===== src/rtl/sd_access_arbiter.sv =====
// Two-port round-robin arbiter and transaction sequencer in front of the SD SPI command controller.
// The block latches one request, drives the controller enables, and returns an ack on done or on timeout.
module sd_access_arbiter #(
  parameter int unsigned ADDR_W         = 32,
  parameter int unsigned DATA_W         = 32,
  parameter int unsigned TIMEOUT_CYCLES = 65535
) (
  input  logic              control_clk_i,
  input  logic              control_rst_i,
  input  logic              req0_i,
  input  logic              we0_i,
  input  logic [ADDR_W-1:0] addr0_i,
  input  logic [DATA_W-1:0] wdata0_i,
  input  logic              req1_i,
  input  logic              we1_i,
  input  logic [ADDR_W-1:0] addr1_i,
  input  logic [DATA_W-1:0] wdata1_i,
  output logic              gnt0_o,
  output logic              gnt1_o,
  output logic              ack0_o,
  output logic              ack1_o,
  output logic [DATA_W-1:0] rdata_o,
  output logic              err_o,
  input  logic              sd_ready_i,
  input  logic              sd_done_i,
  input  logic [DATA_W-1:0] sd_rdata_i,
  output logic [ADDR_W-1:0] sd_address_o,
  output logic [DATA_W-1:0] sd_dataw_o,
  output logic              sd_re_o,
  output logic              sd_we_o
);

  localparam int unsigned TMR_W = $clog2(TIMEOUT_CYCLES);

  typedef enum logic [1:0] {S_IDLE, S_ISSUE, S_WAIT, S_RESP} state_t;

  state_t             state_q, state_d;
  logic [TMR_W-1:0]   timer_q, timer_d;
  logic               last_gnt_q, last_gnt_d;
  logic               sel_q, sel_d;
  logic               dir_q, dir_d;
  logic               gnt0_d, gnt1_d, ack0_d, ack1_d, err_d, re_d, we_d;
  logic [DATA_W-1:0]  rdata_d, dataw_d;
  logic [ADDR_W-1:0]  addr_d;
  logic               win_p1;

  // Next-state and next-output logic; every output is a register fed from here.
  always_comb begin
    state_d    = state_q;
    timer_d    = timer_q;
    last_gnt_d = last_gnt_q;
    sel_d      = sel_q;
    dir_d      = dir_q;
    gnt0_d     = gnt0_o;
    gnt1_d     = gnt1_o;
    ack0_d     = 1'b0;
    ack1_d     = 1'b0;
    err_d      = 1'b0;
    re_d       = sd_re_o;
    we_d       = sd_we_o;
    rdata_d    = rdata_o;
    dataw_d    = sd_dataw_o;
    addr_d     = sd_address_o;
    // Port 1 wins when alone, or on contention when port 0 was served last.
    win_p1     = req1_i && (!req0_i || !last_gnt_q);

    case (state_q)
      S_IDLE: begin
        if (sd_ready_i && (req0_i || req1_i)) begin
          sel_d   = win_p1;
          dir_d   = win_p1 ? we1_i    : we0_i;
          addr_d  = win_p1 ? addr1_i  : addr0_i;
          dataw_d = win_p1 ? wdata1_i : wdata0_i;
          state_d = S_ISSUE;
        end
      end
      S_ISSUE: begin
        gnt0_d  = !sel_q;
        gnt1_d  = sel_q;
        re_d    = !dir_q;
        we_d    = dir_q;
        timer_d = '0;
        state_d = S_WAIT;
      end
      S_WAIT: begin
        timer_d = timer_q + TMR_W'(1);
        if (sd_done_i || (timer_q == TMR_W'(TIMEOUT_CYCLES - 1))) begin
          if (sd_done_i && !dir_q) begin
            rdata_d = sd_rdata_i;
          end
          err_d   = !sd_done_i;
          ack0_d  = !sel_q;
          ack1_d  = sel_q;
          re_d    = 1'b0;
          we_d    = 1'b0;
          state_d = S_RESP;
        end
      end
      S_RESP: begin
        gnt0_d     = 1'b0;
        gnt1_d     = 1'b0;
        last_gnt_d = sel_q;
        state_d    = S_IDLE;
      end
      default: state_d = S_IDLE;
    endcase
  end

  // State and output registers.
  always_ff @(posedge control_clk_i or posedge control_rst_i) begin
    if (control_rst_i) begin
      state_q      <= S_IDLE;
      timer_q      <= '0;
      last_gnt_q   <= 1'b1;
      sel_q        <= 1'b0;
      dir_q        <= 1'b0;
      gnt0_o       <= 1'b0;
      gnt1_o       <= 1'b0;
      ack0_o       <= 1'b0;
      ack1_o       <= 1'b0;
      err_o        <= 1'b0;
      sd_re_o      <= 1'b0;
      sd_we_o      <= 1'b0;
      rdata_o      <= '0;
      sd_dataw_o   <= '0;
      sd_address_o <= '0;
    end else begin
      state_q      <= state_d;
      timer_q      <= timer_d;
      last_gnt_q   <= last_gnt_d;
      sel_q        <= sel_d;
      dir_q        <= dir_d;
      gnt0_o       <= gnt0_d;
      gnt1_o       <= gnt1_d;
      ack0_o       <= ack0_d;
      ack1_o       <= ack1_d;
      err_o        <= err_d;
      sd_re_o      <= re_d;
      sd_we_o      <= we_d;
      rdata_o      <= rdata_d;
      sd_dataw_o   <= dataw_d;
      sd_address_o <= addr_d;
    end
  end

endmodule

===== config.mk =====
export PLATFORM = sky130hd
export DESIGN_NAME = sd_access_arbiter
export DESIGN_NICKNAME = d
export VERILOG_FILES = /design/src/rtl/sd_access_arbiter.sv
export SDC_FILE = /design/constraint.sdc
export NUM_CORES = 1
export LEC_CHECK = 0
export CAP_MARGIN = 20
export CORE_MARGIN = 4
export CORE_UTILIZATION = 37
export DETAILED_ROUTE_END_ITERATION = 6
export PLACE_DENSITY = 0.85
export SETUP_SLACK_MARGIN = 0.5
export SYNTH_ARGS = -nofsm -noshare
export SYNTH_HDL_FRONTEND = slang
export SYNTH_SLANG_ARGS = --single-unit

===== constraint.sdc =====
create_clock -name control_clk_i -period 3.95 [get_ports control_clk_i]
set_input_delay 0.395 -clock control_clk_i [delete_from_list [all_inputs] [get_ports control_clk_i]]
set_output_delay 0.395 -clock control_clk_i [all_outputs]
set_load 0.01 [all_outputs]

==> results by group, run 1 <==
Run status
  – Status: completed

Cells and area
  – Fin cells: 965
  – # diodes: 0
  – Commonest non-fill, non-tap cell in the layout: clkdlybuf4s50_1
  – Area of the multi-input gates: 2290 µm²
  – Register area: 3100 µm²
  – Nets@finish: 943
  – Post-route cell area: 9120 µm²
  – Area delta synth->final: 64.2%
  – Commonest cells after routing, fill and taps aside: clkdlybuf4s50_1 (270), dfrtp_1 (123), nand2_1 (79), o21ai_0 (75), mux2i_1 (67)
  – Share of layout cells above drive strength 1: 0.102
  – Layout filler cell count: 1199

Power and ir drop
  – Sw Share: 0.311
  – Clock power frac: 0.266
  – P_leak: 3.96 nW
  – Sw Pwr: 1.96 mW
  – Flop pwr share: 0.332
  – Worst VDD drop: 0.402 mV
  – Internal Power: 4.35 mW
  – Power Dens Cells: 692 nW/µm²
  – Comb power frac: 0.402

Setup path
  – Crit Path Class: reg -> reg
  – Worst path slowest cell: ha_1
  – WP buf/inv: 1
  – CP Capture Type: flip-flop
  – Worst Path Required: 4.28 ns
  – Critical path's top delay family: simple AND/OR/NAND/NOR gates
  – Max stage delay on crit path: 0.60 ns
  – Worst endpoint data arrival time: 2.64 ns
  – CP Launch Type: flip-flop
  – Worst path cell trace: inv_1 > ha_1 > nand3_2 > or3_4 > or3_1 > a21oi_1
  – CP Max Fanout: 18

GRT
  – First-pass GRT wire length: 23600 µm
  – Overall routing resource usage: 0.180
  – GR Overflow Total: 0
  – Largest net degree at the start of global routing: 132
  – Vias in the first global route: 4819
  – Initial antenna violation count: 0

Detailed routing
  – Post-route DRC violation count: 0
  – DR WL/cell: 16.1 µm
  – TritonRoute pass-1 iters: 4
  – Vias post-DR: 4689
  – Total Wirelength: 15600 µm
  – Via/cell ratio: 4.86
  – DRT iter0 DRCs: 189
  – Final ANT Viol Nets: 0

Synth
  – Post-synth top area cell: dfrtp_1
  – #FFs+latches synth: 124
  – Syn Area/Cell: 11.1 µm²
  – Synth unique cells: 40
  – Number of synthesized flops with an enable pin: 0
  – Async SR Flop Fraction: 1.00
  – Sequential fraction of the synthesis area: 0.559
  – YS warnings: 0
  – Synthesized Nets: 675
  – Area share of the largest cell type after synthesis: 0.554
  – Post-Syn Instances: 500
  – Mapped Area: 5560 µm²
  – Top FF cell, synth: dfrtp_1
  – Area contributors post-synth: dfrtp_1 (55%), mux2i_1 (12%), mux2_2 (6.9%)

Min path
  – Worst hold path type: in -> async

Placement
  – Post-DP Area: 8460 µm²
  – DP HPWL: 11700 µm
  – Cell Count Post-Placement: 932
  – IO Port Bufs: 270
  – Gpl congestion: 0.781

Timing
  – Post-route minimum period: 2.31 ns
  – RSZ-0062 raised after global routing: no
  – Final setup fails: 0
  – Fmax: 433 MHz
  – Slew HR: 0.515
  – Final Slew Violations: 0
  – Setup TNS: 0 ns
  – Final Cycle Share: 0.585
  – Final Hold Viols: 0
  – Tightest Pin Transition: 0.726 ns
  – Clk_skew: 0.00730 ns

Clock tree
  – Clock buffer depth: 2
  – # hold bufs at CTS: 0
  – Total CTS buffers: 17
  – Clk_lat worst skew: 0.41 ns
  – Postcts setup bufs: 0
  – CTS root buf: clkbuf_16
  – Reg clk slew, reported paths: 0.06 ns
  – Number of clock sinks: 124
  – H-tree Lvls: 4
  – CTS tree: yes
  – Post-CTS Resized: 0

Floorplanning
  – I/O pin count: 271
  – FP Rows: 44
  – DIE WIDTH: 131 µm
  – Core area: 14600 µm²
  – Initial core utilization: 0.379
  – DIE HEIGHT: 131 µm
  – Die area: 17000 µm²

Job
  – Maxcap violations: 0
worst paths after layout:
kind	to	cells after the start	from	slack, ns
max	timer_q[13]$_DFFE_PP0P_	6	state_q[1]$_DFFE_PP0P_	1.64
min reg2reg	sd_dataw_o[23]$_DFFE_PP0P_	2	sd_dataw_o[23]$_DFFE_PP0P_	0.47
min	rdata_o[8]$_DFFE_PP0P_	2	control_rst_i	0.24
max in group asynchronous	sd_address_o[6]$_DFFE_PP0P_	4	control_rst_i	2.97
max reg2reg	timer_q[13]$_DFFE_PP0P_	6	state_q[1]$_DFFE_PP0P_	1.64
min in group control_clk_i	sd_dataw_o[23]$_DFFE_PP0P_	2	sd_dataw_o[23]$_DFFE_PP0P_	0.47
state kept, by name, summed over array words and instances, names as in the netlist, 2 cells and up:
| signal | count |
|---|---|
| state_q | 2 |
| sd_address_o | 32 |
| rdata_o | 32 |
| timer_q | 16 |
| sd_dataw_o | 32 |
cell usage after synthesis (2+ instances only):
cell type and count:
dfrtp_1 123, a211oi_1 2, nor3_1 6, clkbuf_1 17, ha_1 7, o22ai_1 3, nand3_2 2, nand3_1 7
a21o_1 5, and3_1 3, buf_2 6, xnor2_1 5, inv_1 11, nand4_1 4, or3_1 4, nand2_1 79
o21ai_0 75, nor4_1 3, buf_1 2, mux2_2 34, mux2i_1 67, a21oi_1 7, nor2_1 10, buf_6 2
logic make-up (layout without fill, tap and decap cells):
| logic type | after synthesis | count (layout) | synth area share |
|---|---|---|---|
| and+or+nand+nor | 127 | 127 | 0.104 |
| DFF | 124 | 124 | 0.559 |
| muxes | 101 | 101 | 0.190 |
| AOI/OAI and AO/OA | 97 | 97 | 0.0934 |
| buffers and inverters | 39 | 320 | 0.0311 |
| adders and majority gates | 7 | 7 | 0.0158 |
| xor gates and xnor gates | 5 | 5 | 0.00788 |
per-stage QoR:
stage | setup slack (ns) | hold slack (ns) | power (mW) | utilization
6_report | 1.64 | 0.241 | 6.31 | 0.623
5_1_grt | 1.48 | 0.227 | 6.71 | 0.623
4_1_cts | 1.66 | 0.482 | 6.40 | 0.621
3_5_place_dp | 1.69 | 0.469 | 4.68 | 0.577
3_3_place_gp | 1.73 | 0.460 | 4.59 | 0.577
2_1_floorplan | 2.03 | 0.485 | 3.27 | -
power groups by stage:
stage,Combinational (mW),Clock [mW],Sequential (mW)
global route,2.77,1.77,2.16
floorplan,0.958,0,2.31
CTS,2.58,1.72,2.10
detailed placement,2.56,0,2.12
global placement,2.50,0,2.09
finish,2.54,1.68,2.10
metal layers:
layer  share of wire  track usage  up-vias  routed length (µm)
met2            0.52        0.311      204                8090
met1            0.35        0.188     2177                5530
met3            0.11       0.0996       22                1680
li1                -            -     2286                   -
met4           0.017       0.0520        0                 269
met5               0            0        -                   0
final cells by class:
| class | instances | area share |
|---|---|---|
| Sequential cell | 124 | 0.340 |
| Timing Repair Buffer | 277 | 0.308 |
| Multi-Input combinational cell | 337 | 0.251 |
| Clock buffer | 22 | 0.0531 |
| Tap cell | 184 | 0.0252 |
| Clock inverter | 10 | 0.0177 |
| Inverter | 11 | 0.00494 |
Power figures use the tool's default switching activity.
==> run 2, diff against run 1 <==
--- a/config.mk
+++ b/config.mk
@@ -7,9 +7,9 @@
 export LEC_CHECK = 0
 export CAP_MARGIN = 20
 export CORE_MARGIN = 4
-export CORE_UTILIZATION = 37
+export CORE_UTILIZATION = 41
 export DETAILED_ROUTE_END_ITERATION = 6
-export PLACE_DENSITY = 0.85
+export PLACE_DENSITY = 0.89
 export SETUP_SLACK_MARGIN = 0.5
 export SYNTH_ARGS = -nofsm -noshare
 export SYNTH_HDL_FRONTEND = slang
==> constraint.sdc (replaced) <==
create_clock -name control_clk_i -period 2.4 [get_ports control_clk_i]
set_input_delay 0.24 -clock control_clk_i [delete_from_list [all_inputs] [get_ports control_clk_i]]
set_output_delay 0.24 -clock control_clk_i [all_outputs]
set_load 0.01 [all_outputs]
==> run 2 against run 1 <==
  * Fmax increased by 23%
  * Utilization increased by 6.5 points
  * Non-clock buffer count increased by 9
  * Critical endpoint is now rdata_o[21]$_DFFE_PP0P_
  * Highest routed layer unchanged
  * Combinational power increased by 72%
  * Power increased by 63%
  * Worst hold slack improved by 0.16 ns
==> results by group, run 2 (synthesis gave the netlist of run 1 again) <==
Job
  – Maxcap violations: 0

Setup path
  – CP Capture Type: flip-flop
  – Crit Path Class: reg -> reg
  – Reg2reg path depth: 5
  – CP Max Fanout: 32
  – Worst Path Required: 2.69 ns
  – Worst endpoint data arrival time: 2.16 ns
  – CP Launch Type: flip-flop
  – R2R Path End: rdata_o[21]$_DFFE_PP0P_
  – R2R Path Start: state_q[1]$_DFFE_PP0P_
  – R2R Setup Slk: 0.52 ns

Detailed routing
  – TritonRoute pass-1 iters: 4
  – Final ANT Viol Nets: 0
  – Via/cell ratio: 5.04
  – Post-route DRC violation count: 0
  – Vias post-DR: 4869
  – DR WL/cell: 17.0 µm
  – Total Wirelength: 16400 µm
  – DRT iter0 DRCs: 189

Power and ir drop
  – P_leak: 3.97 nW
  – Power Dens Cells: 1130 nW/µm²
  – Worst VDD drop: 0.654 mV
  – Final Total Pwr: 10.3 mW

Timing
  – Final setup fails: 0
  – Setup TNS: 0 ns
  – Clk_skew: 0.0108 ns
  – Final Hold Viols: 0
  – Final Slew Violations: 0
  – Post-route minimum period: 1.88 ns
  – Final Cycle Share: 0.782
  – Tightest Pin Transition: 0.644 ns
  – Slew HR: 0.571
  – RSZ-0062 raised after global routing: yes
  – Fmax: 533 MHz

Cells and area
  – # diodes: 0
  – Area of the multi-input gates: 2310 µm²
  – Area delta synth->final: 64.0%
  – Top flop regs: rdata_o x32, sd_address_o x32, sd_dataw_o x32
  – Layout filler cell count: 940
  – Register area: 3100 µm²
  – Commonest cells after routing, fill and taps aside: clkdlybuf4s50_1 (270), dfrtp_1 (123), nand2_1 (79), o21ai_0 (75), mux2i_1 (67)
  – Commonest non-fill, non-tap cell in the layout: clkdlybuf4s50_1
  – Share of layout cells above drive strength 1: 0.113
  – Nets@finish: 952

Floorplanning
  – FP Rows: 42
  – Initial core utilization: 0.420
  – DIE HEIGHT: 124 µm
  – DIE WIDTH: 124 µm
  – Die area: 15500 µm²
  – Core area: 13200 µm²
  – I/O pin count: 271

GRT
  – Initial antenna violation count: 0
  – First-pass GRT wire length: 27100 µm
  – Overall routing resource usage: 0.216
  – Largest net degree at the start of global routing: 131
  – GR Overflow Total: 0
  – Vias in the first global route: 5438

Min path
  – Worst hold path type: in -> async

Clock tree
  – CTS tree: yes
  – # hold bufs at CTS: 0
  – Total CTS buffers: 17
  – Number of clock sinks: 124
  – Reg clk slew, reported paths: 0.06 ns
  – Clock buffer depth: 2
  – CTS root buf: clkbuf_16
  – H-tree Lvls: 4
  – Clk_lat worst skew: 0.41 ns

Placement
  – IO Port Bufs: 270
  – Gpl congestion: 0.813
  – DP HPWL: 12300 µm

Run status
  – Status: completed
[run 2: changes by cell type in the layout (fill, tap and decap cells not counted), sizes merged]
cell and change:
clkinvlp -2, bufinv -2, buf +9, clkinv +1, clkbuf +3
[run 2: cell type report]
cell class | instances | share of cell area
flip-flops and latches | 124 | 0.341
repair buffers | 286 | 0.314
multi-input cells | 337 | 0.253
clock buffers | 25 | 0.0533
well taps | 176 | 0.0242
clock inverters | 7 | 0.00961
inverters | 11 | 0.00494
[run 2: critical path, stage by stage, from the launching register on]
cell and delay (ns):
dfrtp_1 0.39, buf_4 0.14, ha_1 0.32, nand3b_1 0.19, buf_6 0.29, mux2_2 0.38
[run 2: power by group]
part / leakage, nW / switching, mW / internal (mW)
registers: 1.56 / 0.489 / 2.97
logic: 2.13 / 1.91 / 2.46
clock network: 0.281 / 0.874 / 1.60
[run 2: how the worst max path moves through the flow]
stage                                       endpoint                   start
after CTS                    rdata_o[21]$_DFFE_PP0P_  state_q[1]$_DFFE_PP0P_
final                        rdata_o[21]$_DFFE_PP0P_  state_q[1]$_DFFE_PP0P_
after global routing         rdata_o[11]$_DFFE_PP0P_  state_q[1]$_DFFE_PP0P_
after floorplan              timer_q[13]$_DFFE_PP0P_  state_q[0]$_DFFE_PP0P_
after global placement     sd_dataw_o[0]$_DFFE_PP0P_                  req1_i
after detailed placement  sd_dataw_o[15]$_DFFE_PP0P_                  req1_i
[run 2: timing repair]
action                                  CTS  global route
setup buffers                             3             0
endpoints found under the setup margin   34            35
resized for setup                         1             4
[run 2: routing by layer]
layer	part of all wire	global-route usage	vias to the layer above
met5	0	0	-
met4	0.032	0.0954	0
met3	0.080	0.0849	35
met2	0.52	0.379	206
met1	0.37	0.229	2330
li1	-	-	2298
[run 2: per-stage QoR]
step	instance area, µm²	util	hold slack (ns)	instances	setup slack (ns)
after CTS	9110	0.688	0.436	966	0.504
after global routing	9110	0.688	0.444	966	0.460
final	9110	0.688	0.405	966	0.524
after floorplan	5560	-	0.391	500	0.533
after global placement	8500	0.642	0.461	931	0.491
after detailed placement	8500	0.642	0.470	931	0.424
==> run 3, diff against run 2 <==
--- a/config.mk
+++ b/config.mk
@@ -7,9 +7,9 @@
 export LEC_CHECK = 0
 export CAP_MARGIN = 20
 export CORE_MARGIN = 4
-export CORE_UTILIZATION = 41
+export CORE_UTILIZATION = 37
 export DETAILED_ROUTE_END_ITERATION = 6
-export PLACE_DENSITY = 0.89
+export PLACE_DENSITY = 0.85
 export SETUP_SLACK_MARGIN = 0.5
 export SYNTH_ARGS = -nofsm -noshare
 export SYNTH_HDL_FRONTEND = slang
==> constraint.sdc (replaced) <==
create_clock -name control_clk_i -period 1.6 [get_ports control_clk_i]
set_input_delay 0.16 -clock control_clk_i [delete_from_list [all_inputs] [get_ports control_clk_i]]
set_output_delay 0.16 -clock control_clk_i [all_outputs]
set_load 0.01 [all_outputs]
==> run 3 against run 2 <==
  * The flow now finishes with violations (setup timing)
  * First-iteration DRC count is 37% higher
  * Global-route usage is 3.2 points higher
  * Cell count is 16% higher
  * Routed wire length is 63% higher
  * Clock skew is 0.0046 ns higher
  * Highest routed layer unchanged
  * Utilization is 13 points higher
  * Non-clock buffer count is 147 higher
==> results by group, run 3 (synthesis gave the netlist of run 1 again) <==
Setup path
  – R2R Path End: timer_q[13]$_DFFE_PP0P_
  – R2R Path Start: state_q[0]$_DFFE_PP0P_
  – CP Launch Type: flip-flop
  – Worst Path Required: 1.94 ns
  – Reg2reg path depth: 6
  – Worst endpoint data arrival time: 2.05 ns
  – R2R Setup Slk: -0.11 ns
  – CP Max Fanout: 4
  – Crit Path Class: reg -> reg
  – CP Capture Type: flip-flop

Timing
  – RSZ-0062 raised after global routing: yes
  – Final setup fails: 56
  – Final Cycle Share: 1.07
  – Final Hold Viols: 0
  – Slew HR: 0.680
  – Tightest Pin Transition: 0.475 ns
  – Clk_skew: 0.0154 ns
  – Post-route minimum period: 1.71 ns
  – Fmax: 585 MHz
  – Final Slew Violations: 0
  – Setup TNS: -1.63 ns
  – Final worst slack: -0.110 ns

Clock tree
  – CTS tree: yes
  – CTS root buf: clkbuf_16
  – Clock buffer depth: 2
  – Total CTS buffers: 17
  – Reg clk slew, reported paths: 0.06 ns
  – H-tree Lvls: 4
  – Number of clock sinks: 124
  – Clk_lat worst skew: 0.42 ns

Floorplanning
  – Die area: 17000 µm²
  – Initial core utilization: 0.379
  – FP Rows: 44
  – Core area: 14600 µm²
  – I/O pin count: 271
  – DIE HEIGHT: 131 µm
  – DIE WIDTH: 131 µm

Power and ir drop
  – Power Dens Cells: 1760 nW/µm²
  – Worst VDD drop: 1.07 mV
  – P_leak: 5.51 nW
  – Final Total Pwr: 21.1 mW

Placement
  – Cell Count Post-Placement: 961
  – Gpl congestion: 0.865
  – DP HPWL: 12800 µm
  – IO Port Bufs: 270

GRT
  – First-pass GRT wire length: 31900 µm
  – Initial antenna violation count: 0
  – Overall routing resource usage: 0.248
  – GR Overflow Total: 0
  – Vias in the first global route: 5890
  – Largest net degree at the start of global routing: 65

Detailed routing
  – Final ANT Viol Nets: 0
  – DR WL/cell: 23.8 µm
  – DRT iter0 DRCs: 258
  – Via/cell ratio: 5.42
  – Total Wirelength: 26700 µm
  – TritonRoute pass-1 iters: 4
  – Post-route DRC violation count: 0
  – Vias post-DR: 6086

Cells and area
  – Commonest cells after routing, fill and taps aside: clkdlybuf4s50_1 (167), dfrtp_1 (119), buf_4 (92), buf_6 (85), o21ai_2 (53)
  – Fin cells: 1122
  – Register area: 3110 µm²
  – Nets@finish: 1099
  – Layout filler cell count: 743
  – Area delta synth->final: 115%
  – Area of the multi-input gates: 3320 µm²
  – Share of layout cells above drive strength 1: 0.539
  – Commonest non-fill, non-tap cell in the layout: clkdlybuf4s50_1
  – Top flop regs: rdata_o x32, sd_address_o x32, sd_dataw_o x32

Run status
  – Failing checks: setup timing
  – Status: finished with violations

Min path
  – Worst hold path type: in -> async

Job
  – Maxcap violations: 0
==> run 3: timing repair <==
action / 4_1_cts / 5_1_grt
gates cloned: 20 / 7
endpoints found under the setup margin: 227 / 227
buffers inserted: 47 / 54
pin swaps: 67 / 44
hold buffers: 0 / 0
gates resized for setup: 619 / 159
==> run 3: worst max-delay path by stage <==
stage,startpoint,endpoint,slack (ns),depth (start not counted)
after global routing,state_q[0]$_DFFE_PP0P_,timer_q[13]$_DFFE_PP0P_,-0.17,6
after floorplan,state_q[0]$_DFFE_PP0P_,timer_q[13]$_DFFE_PP0P_,-0.11,7
after detailed placement,req0_i,sd_dataw_o[10]$_DFFE_PP0P_,-0.13,7
final,state_q[0]$_DFFE_PP0P_,timer_q[13]$_DFFE_PP0P_,-0.11,6
after global placement,req0_i,sd_dataw_o[9]$_DFFE_PP0P_,-0.07,7
after CTS,state_q[1]$_DFFE_PP0P_,rdata_o[15]$_DFFE_PP0P_,-0.005,5
==> run 3: area by class of cell <==
cell class	instances	area share
antenna	1	0.000209
clock buffer	17	0.0355
clock inverter	15	0.0146
inverter	11	0.00376
multi-input combinational	337	0.277
sequential	124	0.260
tap	184	0.0192
timing repair buffer	433	0.390
==> run 3: metal layers <==
layer / track usage / up-vias / wire length [µm]
met2: 0.455 / 337 / 14400
met4: 0.114 / 0 / 1420
li1: - / 2623 / -
met3: 0.0915 / 98 / 1970
met1: 0.249 / 3028 / 8930
met5: 0 / - / 0
==> run 3: report_power, final <==
part	switching, mW	internal [mW]
Combinational	4.96	6.64
Sequential	1.03	4.45
Clock	1.54	2.45
==> run 3: worst max-delay path, cell delays in order, from the launching register on <==
cell and delay, ns:
dfrtp_1 0.37, inv_2 0.07, ha_4 0.30, nand3_4 0.07, or3_4 0.35, or3_4 0.33
a21oi_2 0.13
==> run 3: per-stage QoR <==
step	area (µm²)	hold slack, ns	setup slack (ns)	util
floorplan	5760	0.310	-0.114	-
CTS	10600	0.235	-0.00545	0.725
detailed placement	8800	0.474	-0.135	0.601
global route	12000	0.274	-0.172	0.817
global placement	8800	0.466	-0.0669	0.601
finish	12000	0.241	-0.110	0.818
